File: config.mk
export PLATFORM = sky130hd
export DESIGN_NAME = debug_unit
export DESIGN_NICKNAME = d
export VERILOG_FILES = /design/src/rtl/debug_unit.sv
export SDC_FILE = /design/constraint.sdc
export NUM_CORES = 1
export LEC_CHECK = 0
export CAP_MARGIN = 10
export CORE_UTILIZATION = 53
export DETAILED_ROUTE_END_ITERATION = 6
export GPL_TIMING_DRIVEN = 0
export HOLD_SLACK_MARGIN = 0.15
export PLACE_DENSITY_LB_ADDON = 0.08
export SYNTH_ARGS = -nofsm -noshare
export SYNTH_HDL_FRONTEND = slang
export SYNTH_SLANG_ARGS = --single-unit
File: constraint.sdc
create_clock -name i_clock -period 2.6 [get_ports i_clock]
set_clock_uncertainty 0.2 [all_clocks]
set_input_delay 0.26 -clock i_clock [delete_from_list [all_inputs] [get_ports i_clock]]
set_output_delay 0.26 -clock i_clock [all_outputs]
set_load 0.05 [all_outputs]
File: src/rtl/debug_unit.sv
`default_nettype none
// ============================================================================
// Module      : debug_unit
// Description : UART-driven run/step control and PC/count/regfile dump front-end
// Revision    : 1.0
// ============================================================================
module debug_unit #(
    parameter int NB_REG        = 32,
    parameter int NB_BYTE       = 8,
    parameter int NB_REG_ADDR   = 5,
    parameter int REGFILE_DEPTH = 32
) (
    input  logic                   i_clock,
    input  logic                   i_reset,
    input  logic [NB_BYTE-1:0]     i_rx_data,
    input  logic                   i_rx_done,
    output logic [NB_BYTE-1:0]     o_tx_data,
    output logic                   o_tx_start,
    input  logic                   i_tx_done,
    input  logic                   i_halt,
    input  logic [NB_REG-1:0]      i_pc,
    output logic [NB_REG_ADDR-1:0] o_reg_addr,
    input  logic [NB_REG-1:0]      i_reg_data,
    output logic                   o_valid,
    output logic                   o_pipe_reset,
    output logic                   o_busy
);

    localparam int                 IDX_W    = $clog2(8 + 4 * REGFILE_DEPTH);
    localparam logic [IDX_W-1:0]   LAST_IDX = IDX_W'(8 + 4 * REGFILE_DEPTH - 1);
    localparam logic [IDX_W-1:0]   REG_BASE = IDX_W'(8);
    localparam logic [NB_BYTE-1:0] CMD_RUN   = NB_BYTE'(8'h01);
    localparam logic [NB_BYTE-1:0] CMD_STEP  = NB_BYTE'(8'h02);
    localparam logic [NB_BYTE-1:0] CMD_DUMP  = NB_BYTE'(8'h03);
    localparam logic [NB_BYTE-1:0] CMD_CLEAR = NB_BYTE'(8'h04);

    typedef enum logic [2:0] {
        S_IDLE      = 3'd0,
        S_RUN       = 3'd1,
        S_STEP      = 3'd2,
        S_DUMP_LOAD = 3'd3,
        S_DUMP_SEND = 3'd4,
        S_DUMP_WAIT = 3'd5
    } state_t;

    state_t             state_q;
    logic [NB_REG-1:0]  cycle_cnt_q;
    logic [NB_REG-1:0]  pc_snap_q;
    logic [NB_REG-1:0]  cnt_snap_q;
    logic [IDX_W-1:0]   idx_q;
    logic [NB_BYTE-1:0] tx_data_q;
    logic               tx_start_q;
    logic               pipe_reset_q;

    logic [NB_REG-1:0]  word_d;
    logic [NB_REG-1:0]  word_shift_d;
    logic [NB_BYTE-1:0] tx_byte_d;
    logic [IDX_W-1:0]   reg_off_d;
    logic               dumping_d;

    // Every word goes out LSB first, so the byte lane is simply idx[1:0].
    always_comb begin
        reg_off_d = (idx_q - REG_BASE) >> 2;
        if (idx_q < IDX_W'(4)) begin
            word_d = pc_snap_q;
        end else if (idx_q < REG_BASE) begin
            word_d = cnt_snap_q;
        end else begin
            word_d = i_reg_data;
        end
        word_shift_d = word_d >> {idx_q[1:0], 3'b000};
        tx_byte_d    = word_shift_d[NB_BYTE-1:0];
    end

    assign dumping_d    = (state_q == S_DUMP_SEND) || (state_q == S_DUMP_WAIT);
    assign o_reg_addr   = (dumping_d && idx_q >= REG_BASE) ? reg_off_d[NB_REG_ADDR-1:0] : '0;
    assign o_valid      = ((state_q == S_RUN) && !i_halt) || (state_q == S_STEP);
    assign o_busy       = (state_q != S_IDLE);
    assign o_tx_data    = tx_data_q;
    assign o_tx_start   = tx_start_q;
    assign o_pipe_reset = pipe_reset_q;

    always_ff @(posedge i_clock) begin
        if (i_reset) begin
            state_q      <= S_IDLE;
            cycle_cnt_q  <= '0;
            pc_snap_q    <= '0;
            cnt_snap_q   <= '0;
            idx_q        <= '0;
            tx_data_q    <= '0;
            tx_start_q   <= 1'b0;
            pipe_reset_q <= 1'b0;
        end else begin
            tx_start_q   <= 1'b0;
            pipe_reset_q <= 1'b0;
            if (o_valid) begin
                cycle_cnt_q <= cycle_cnt_q + NB_REG'(1);
            end
            case (state_q)
                S_IDLE: begin
                    if (i_rx_done) begin
                        case (i_rx_data)
                            CMD_RUN:  state_q <= S_RUN;
                            CMD_STEP: state_q <= S_STEP;
                            CMD_DUMP: state_q <= S_DUMP_LOAD;
                            CMD_CLEAR: begin
                                pipe_reset_q <= 1'b1;
                                cycle_cnt_q  <= '0;
                            end
                            default: state_q <= S_IDLE;
                        endcase
                    end
                end
                S_RUN: begin
                    if (i_halt) begin
                        state_q <= S_DUMP_LOAD;
                    end
                end
                S_STEP: begin
                    state_q <= S_DUMP_LOAD;
                end
                S_DUMP_LOAD: begin
                    pc_snap_q  <= i_pc;
                    cnt_snap_q <= cycle_cnt_q;
                    idx_q      <= '0;
                    state_q    <= S_DUMP_SEND;
                end
                S_DUMP_SEND: begin
                    tx_data_q  <= tx_byte_d;
                    tx_start_q <= 1'b1;
                    state_q    <= S_DUMP_WAIT;
                end
                S_DUMP_WAIT: begin
                    if (i_tx_done) begin
                        if (idx_q == LAST_IDX) begin
                            state_q <= S_IDLE;
                        end else begin
                            idx_q   <= idx_q + IDX_W'(1);
                            state_q <= S_DUMP_SEND;
                        end
                    end
                end
                default: state_q <= S_IDLE;
            endcase
        end
    end

endmodule
`default_nettype wire

==> key figures, run 1 <==
Pwr
  • PnR Total Power: 4.59 mW
  • Leakage: 2.68 nW
  • VDD IR max: 492 uV
  • Pwr dens: 597 nW/um2

Place
  • Gpl congestion: 0.939
  • Dpl cells: 901
  • Dpl cell area: 6710 um2
  • Post-Place Worst Slack: -0.455 ns
  • Post-DP HPWL: 11,900 um
  • Number of port buffers: 93

Critical path
  • Critical Path End: o_valid
  • Worst Reg-to-Reg Cells: 7
  • Setup crit end kind: output port
  • Crit start category: flip-flop
  • WP data required: 2.14 ns
  • Worst R2R Start: state_q[1]
  • R2R setup slack: 0.15 ns
  • Critical path class: reg2out
  • CP Max Fanout: 9
  • R2R Path End: cnt_snap_q[27]
  • Worst Path Arrival: 2.11 ns
  • Critical path origin: state_q[0]

CTS
  • Worst-Skew Late Latency: 0.52 ns
  • Clock Tree Buf Depth: 2
  • Inserted Clock Buffers: 17
  • CTS root buffer: clkbuf_8
  • Clock Sinks: 117
  • Clk slew on worst S/H paths: 0.06 ns
  • H-Tree Depth: 4
  • CTS tree: done

Global routing
  • Antenna violations before repair: 0
  • Overflow after GRT: 0
  • Largest net degree at the start of global routing: 20
  • GRT Util Overall: 31.9%
  • Vias in the first global route: 5,300
  • First-pass GRT wire length: 26,900 um

Die
  • Row count: 37
  • Initial core utilization: 54.6%
  • Core Area: 10,300 um2
  • I/O pin total: 94
  • Die X: 105 um
  • Die footprint: 11,000 um2
  • Die height: 105 um

Route
  • Routed Antenna Nets: 0
  • WL/cell: 17.8 um
  • # DRC: 0
  • Routed WL: 17,100 um
  • Iteration count of the initial detailed-routing pass: 7
  • 1st-iter DRT viols: 456
  • Vias per inst: 5.72
  • Via count: 5,483

Synth
  • Yosys top cell area share: 41.8%
  • Yosys warns: 0
  • Post-synthesis mux area share: 10.0%
  • Post-Syn Instances: 672
  • Largest family of logic cells by synthesized area: simple AND/OR/NAND/NOR gates
  • Sequential area share after synthesis: 41.8%
  • Yosys top cell by area: dfxtp_1
  • Post-synth top flop: dfxtp_1
  • Synth top area cells: dfxtp_1 42%, nand2_1 11%, a21oi_1 6.3%, nor2_1 4.1%, mux2i_1 3.6%
  • Adder-cell share of the synthesized area: 1.12%
  • Syn Std Cell Area: 5610 um2
  • Synth Area in Simple Gates: 23.8%
  • Syn_area_per_cell: 8.35 um2
  • Synth Net Count: 754
  • #FFs+latches synth: 117
  • Xor and xnor area share after synthesis: 5.31%
  • Netlist cell types: 52
  • Compound-Gate Fraction of Synth Area: 13.2%
  • Synth async-reset ratio: 0%
  • EDFF count, synth: 0

Cells and area
  • Diode count: 0
  • Synth-to-layout area growth: 37.2%
  • Multi-input gate area: 3040 um2
  • Post-layout util: 74.8%
  • # nets final: 892
  • Finished Cell Area: 7690 um2
  • Non-filler cells, final: 959
  • Sequential cell area: 2340 um2
  • Share of layout cells above drive strength 1: 11.3%
  • Fillers: 766

STA
  • Final critical-path share of the clock period: 98.7%
  • Slew Limit Fails: 0
  • Hold_ws: 0.169 ns
  • Min Tclk post-route: 2.57 ns
  • Total negative slack: 0 ns
  • Setup slack after layout: 0.0343 ns
  • Worst-Margin Slew: 0.694 ns
  • Final setup violating endpoints: 0
  • F_max: 390 MHz
  • Unrepaired setup endpoints after global routing: false
  • Fin. Hold Viols: 0
  • Max-slew headroom: 53.6%

Flow run
  • Maxcap violations: 0

Min path
  • Hold WC Path Type: in2reg
  • Worst hold start: i_pc[14]

Outcome
  • Status: finished, final reports clean
-- where the power goes --
| part | switching, mW | internal, mW |
|---|---|---|
| clock | 0.839 | 1.73 |
| sequential | 0.000504 | 1.79 |
| combinational | 0.0791 | 0.148 |
| total | 0.919 | 3.68 |
-- final cells by class --
class | count | share of cell area (%)
tap | 136 | 2.21
buffer | 46 | 3.29
timing repair buffer | 122 | 15.6
multi-input combinational | 497 | 39.5
clock inverter | 11 | 2.55
sequential | 117 | 30.5
clock buffer | 21 | 5.97
inverter | 9 | 0.439
-- synth_stat cells (2+ instances only) --
master     count
a211oi_1       2
a21oi_1       71
a221oi_1       2
and3_1         9
and4_1         7
buf_1          5
buf_2          5
buf_4          2
buf_8          3
clkbuf_1      33
dfxtp_1      117
ha_1           5
inv_1          8
mux2_2        16
mux2i_1       20
mux4_2         8
nand2_1      161
nand2b_1       3
nand3_1       18
nand3b_1       3
nand4_1       10
nor2_1        61
nor2b_1        4
nor3_1         7
nor3b_1        5
o2111a_1       9
o2111ai_1      2
o211ai_1      17
o21ai_0        3
or3_4          2
xnor2_1       12
xor2_1        22
-- worst max-delay path, stage by stage (launching register included) --
cell and delay [ns]:
dfxtp_1 0.33, buf_6 0.13, or3b_2 0.51, a21oi_2 0.32
clkbuf_4 0.31
-- layer usage --
| layer | wire length [um] | vias to the layer above | part of all wire (%) | track usage, % |
|---|---|---|---|---|
| met3 | 1380 | 42 | 8.1 | 8.80 |
| met4 | 479 | 0 | 2.8 | 12.3 |
| met5 | 0 | - | 0 | 0 |
| li1 | - | 2608 | - | - |
| met2 | 8120 | 254 | 47 | 52.6 |
| met1 | 7130 | 2579 | 42 | 39.4 |
-- sequential cells by signal (all words and copies together) (netlist names) --
register,count
cnt_snap_q,32
o_pipe_reset,1
o_tx_start,1
state_q,3
idx_q,8
o_tx_data,8
cycle_cnt_q,32
pc_snap_q,32
-- cells by family (layout without fill, tap and decap cells) --
family                     count (synthesis)  count (layout)
muxes                                     44              44
adders and majority gates                  5               5
AOI/OAI and AO/OA                        116             116
buffers and inverters                     58             209
and+or+nand+nor                          298             298
xor gates and xnor gates                  34              34
DFF                                      117             117
-- layout by cell type, fill, tap and decap left out, drive strengths merged, types with 16 or more instances in the layout --
cell type	n
mux2	16
a21oi	71
xor2	22
dlygate4sd3	29
clkbuf	56
nor2	61
nand2	161
mux2i	20
clkdlybuf4s50	87
nand3	18
buf	17
o211ai	17
dfxtp	117
-- how the worst min path moves through the flow --
stage | endpoint | cells after the start
floorplan | pc_snap_q[0] | 2
global placement | pc_snap_q[0] | 2
detailed placement | cnt_snap_q[1] | 2
CTS | pc_snap_q[14] | 3
global route | pc_snap_q[14] | 3
finish | pc_snap_q[14] | 3
-- repair_timing --
| item | 4_1_cts | 5_1_grt |
|---|---|---|
| endpoints found under the hold margin | 29 | 0 |
| gates cloned | 0 | 0 |
| buffers inserted | 0 | 0 |
| resized for setup | 41 | 20 |
| hold buffers | 29 | 0 |
| setup endpoints to repair | 46 | 69 |
| pin swaps | 0 | 1 |
No activity file was read; power rests on OpenSTA's default activity.
==> run 2: changes to the inputs <==
--- a/config.mk
+++ b/config.mk
@@ -8,9 +8,10 @@
 export CAP_MARGIN = 10
 export CORE_UTILIZATION = 53
 export DETAILED_ROUTE_END_ITERATION = 6
+export GPL_ROUTABILITY_DRIVEN = 0
 export GPL_TIMING_DRIVEN = 0
 export HOLD_SLACK_MARGIN = 0.15
-export PLACE_DENSITY_LB_ADDON = 0.08
+export PLACE_DENSITY_LB_ADDON = 0.15
 export SYNTH_ARGS = -nofsm -noshare
 export SYNTH_HDL_FRONTEND = slang
 export SYNTH_SLANG_ARGS = --single-unit
==> run 2 against run 1 <==
Against the previous run: wire length is 0.75% lower; combinational power hardly changed; highest routed layer unchanged; power is 3.7% lower.
==> key figures, run 2 (synthesized netlist as in run 1, its figures left out) <==
STA
  • Min Tclk post-route: 2.55 ns
  • Fin. Hold Viols: 0
  • Final setup violating endpoints: 0
  • Hold_ws: 0.256 ns
  • Final critical-path share of the clock period: 97.9%
  • F_max: 393 MHz
  • Setup slack after layout: 0.0536 ns
  • Worst-Margin Slew: 0.621 ns
  • Max-slew headroom: 58.6%
  • Slew Limit Fails: 0
  • Unrepaired setup endpoints after global routing: false

Global routing
  • Met2 Use GR: 52.8%
  • First-pass GRT wire length: 26,800 um
  • Met1 usage: 37.9%
  • Largest net degree at the start of global routing: 20
  • Overflow after GRT: 0
  • Routing usage on met3: 6.24%
  • Vias in the first global route: 5,391
  • Most crowded layer after global routing: met2
  • Antenna violations before repair: 0
  • GRT Util Overall: 31.9%

Flow run
  • Maxcap violations: 0

Die
  • Die footprint: 11,000 um2
  • Die height: 105 um
  • Initial core utilization: 54.6%
  • Die X: 105 um
  • Row count: 37
  • Core Area: 10,300 um2
  • I/O pin total: 94

Cells and area
  • # nets final: 896
  • Sequential cell area: 2340 um2
  • Multi-input gate area: 3020 um2
  • Share of layout cells above drive strength 1: 11.1%
  • Commonest non-fill, non-tap cell in the layout: nand2_1
  • Fillers: 747
  • Synth-to-layout area growth: 36.7%
  • Non-filler cells, final: 963
  • Largest regs: cnt_snap_q: 32 flops, cycle_cnt_q: 32 flops, pc_snap_q: 32 flops
  • Most frequent cells in the layout: 161 x nand2_1, 116 x dfxtp_1, 87 x clkdlybuf4s50_1
  • Diode count: 0

Route
  • Iteration count of the initial detailed-routing pass: 7
  • 1st-iter DRT viols: 355
  • Vias per inst: 5.78
  • WL/cell: 17.6 um
  • Routed Antenna Nets: 0
  • # DRC: 0
  • Via count: 5,567
  • Routed WL: 17,000 um

Min path
  • Hold path cells: 2
  • Hold WC Path Type: reg2reg

Place
  • Post-Place Worst Slack: -0.497 ns
  • Post-DP HPWL: 11,800 um
  • Dpl cells: 901
  • Number of port buffers: 93

Outcome
  • Status: finished, final reports clean

Critical path
  • Critical path class: reg2out
  • Worst Reg-to-Reg Cells: 7
  • Worst Path Arrival: 2.09 ns
  • Setup crit end kind: output port
  • WP data required: 2.14 ns
  • CP Max Fanout: 9
  • Crit start category: flip-flop

CTS
  • CTS root buffer: clkbuf_8
  • Clock Sinks: 117
  • Inserted Clock Buffers: 17
  • Clock Tree Buf Depth: 2
  • CTS tree: done
  • H-Tree Depth: 4
  • Clk slew on worst S/H paths: 0.06 ns
  • Worst-Skew Late Latency: 0.52 ns

Pwr
  • PnR Total Power: 4.43 mW
  • VDD IR max: 433 uV
  • Pwr dens: 577 nW/um2
  • Leakage: 2.69 nW
run 2: worst paths after layout:
check / startpoint / to / slack, ns
max: state_q[0] / o_valid / 0.05
max reg2reg: state_q[0] / cycle_cnt_q[9] / 0.13
min reg2reg: cnt_snap_q[19] / cnt_snap_q[19] / 0.26
min: cnt_snap_q[19] / cnt_snap_q[19] / 0.26
run 2: through the flow:
stage	TNS [ns]	instance area, um2	util, %
after global placement	-7.03	6710	65.3
after detailed placement	-7.11	6710	65.3
after CTS	0	7660	74.5
final	0	7670	74.6
after floorplan	0	5610	-
after global routing	0	7670	74.6
run 2: layer usage:
layer  vias up  part of all wire, %
li1       2610                    -
met1      2634                   40
met2       261                   47
met3        62                  8.0
met4         0                  4.6
met5         -                    0
run 2: what timing repair did:
action,in CTS,in global routing
setup endpoints to repair,16,57
endpoints found under the hold margin,32,0
gates resized for setup,45,17
hold buffers,32,0
setup buffers,1,0
pin swaps,0,0
run 2: power breakdown:
group | switching [mW] | internal, mW
clock network | 0.807 | 1.60
logic | 0.0757 | 0.150
registers | 0.000499 | 1.79
total | 0.883 | 3.54
run 2: worst max-delay path: stages, from the launching register on:
cell     delay (ns)
dfxtp_1        0.32
buf_6          0.12
or3b_2         0.48
a21oi_2        0.31
buf_2          0.33
run 2: area by class of cell:
| cell class | count | area share (%) |
|---|---|---|
| multi-input cells | 497 | 39.4 |
| flip-flops and latches | 117 | 30.6 |
| repair buffers | 126 | 16.2 |
| clock buffers | 22 | 5.91 |
| plain buffers | 46 | 3.28 |
| well taps | 136 | 2.22 |
| clock inverters | 10 | 1.99 |
| inverters | 9 | 0.441 |
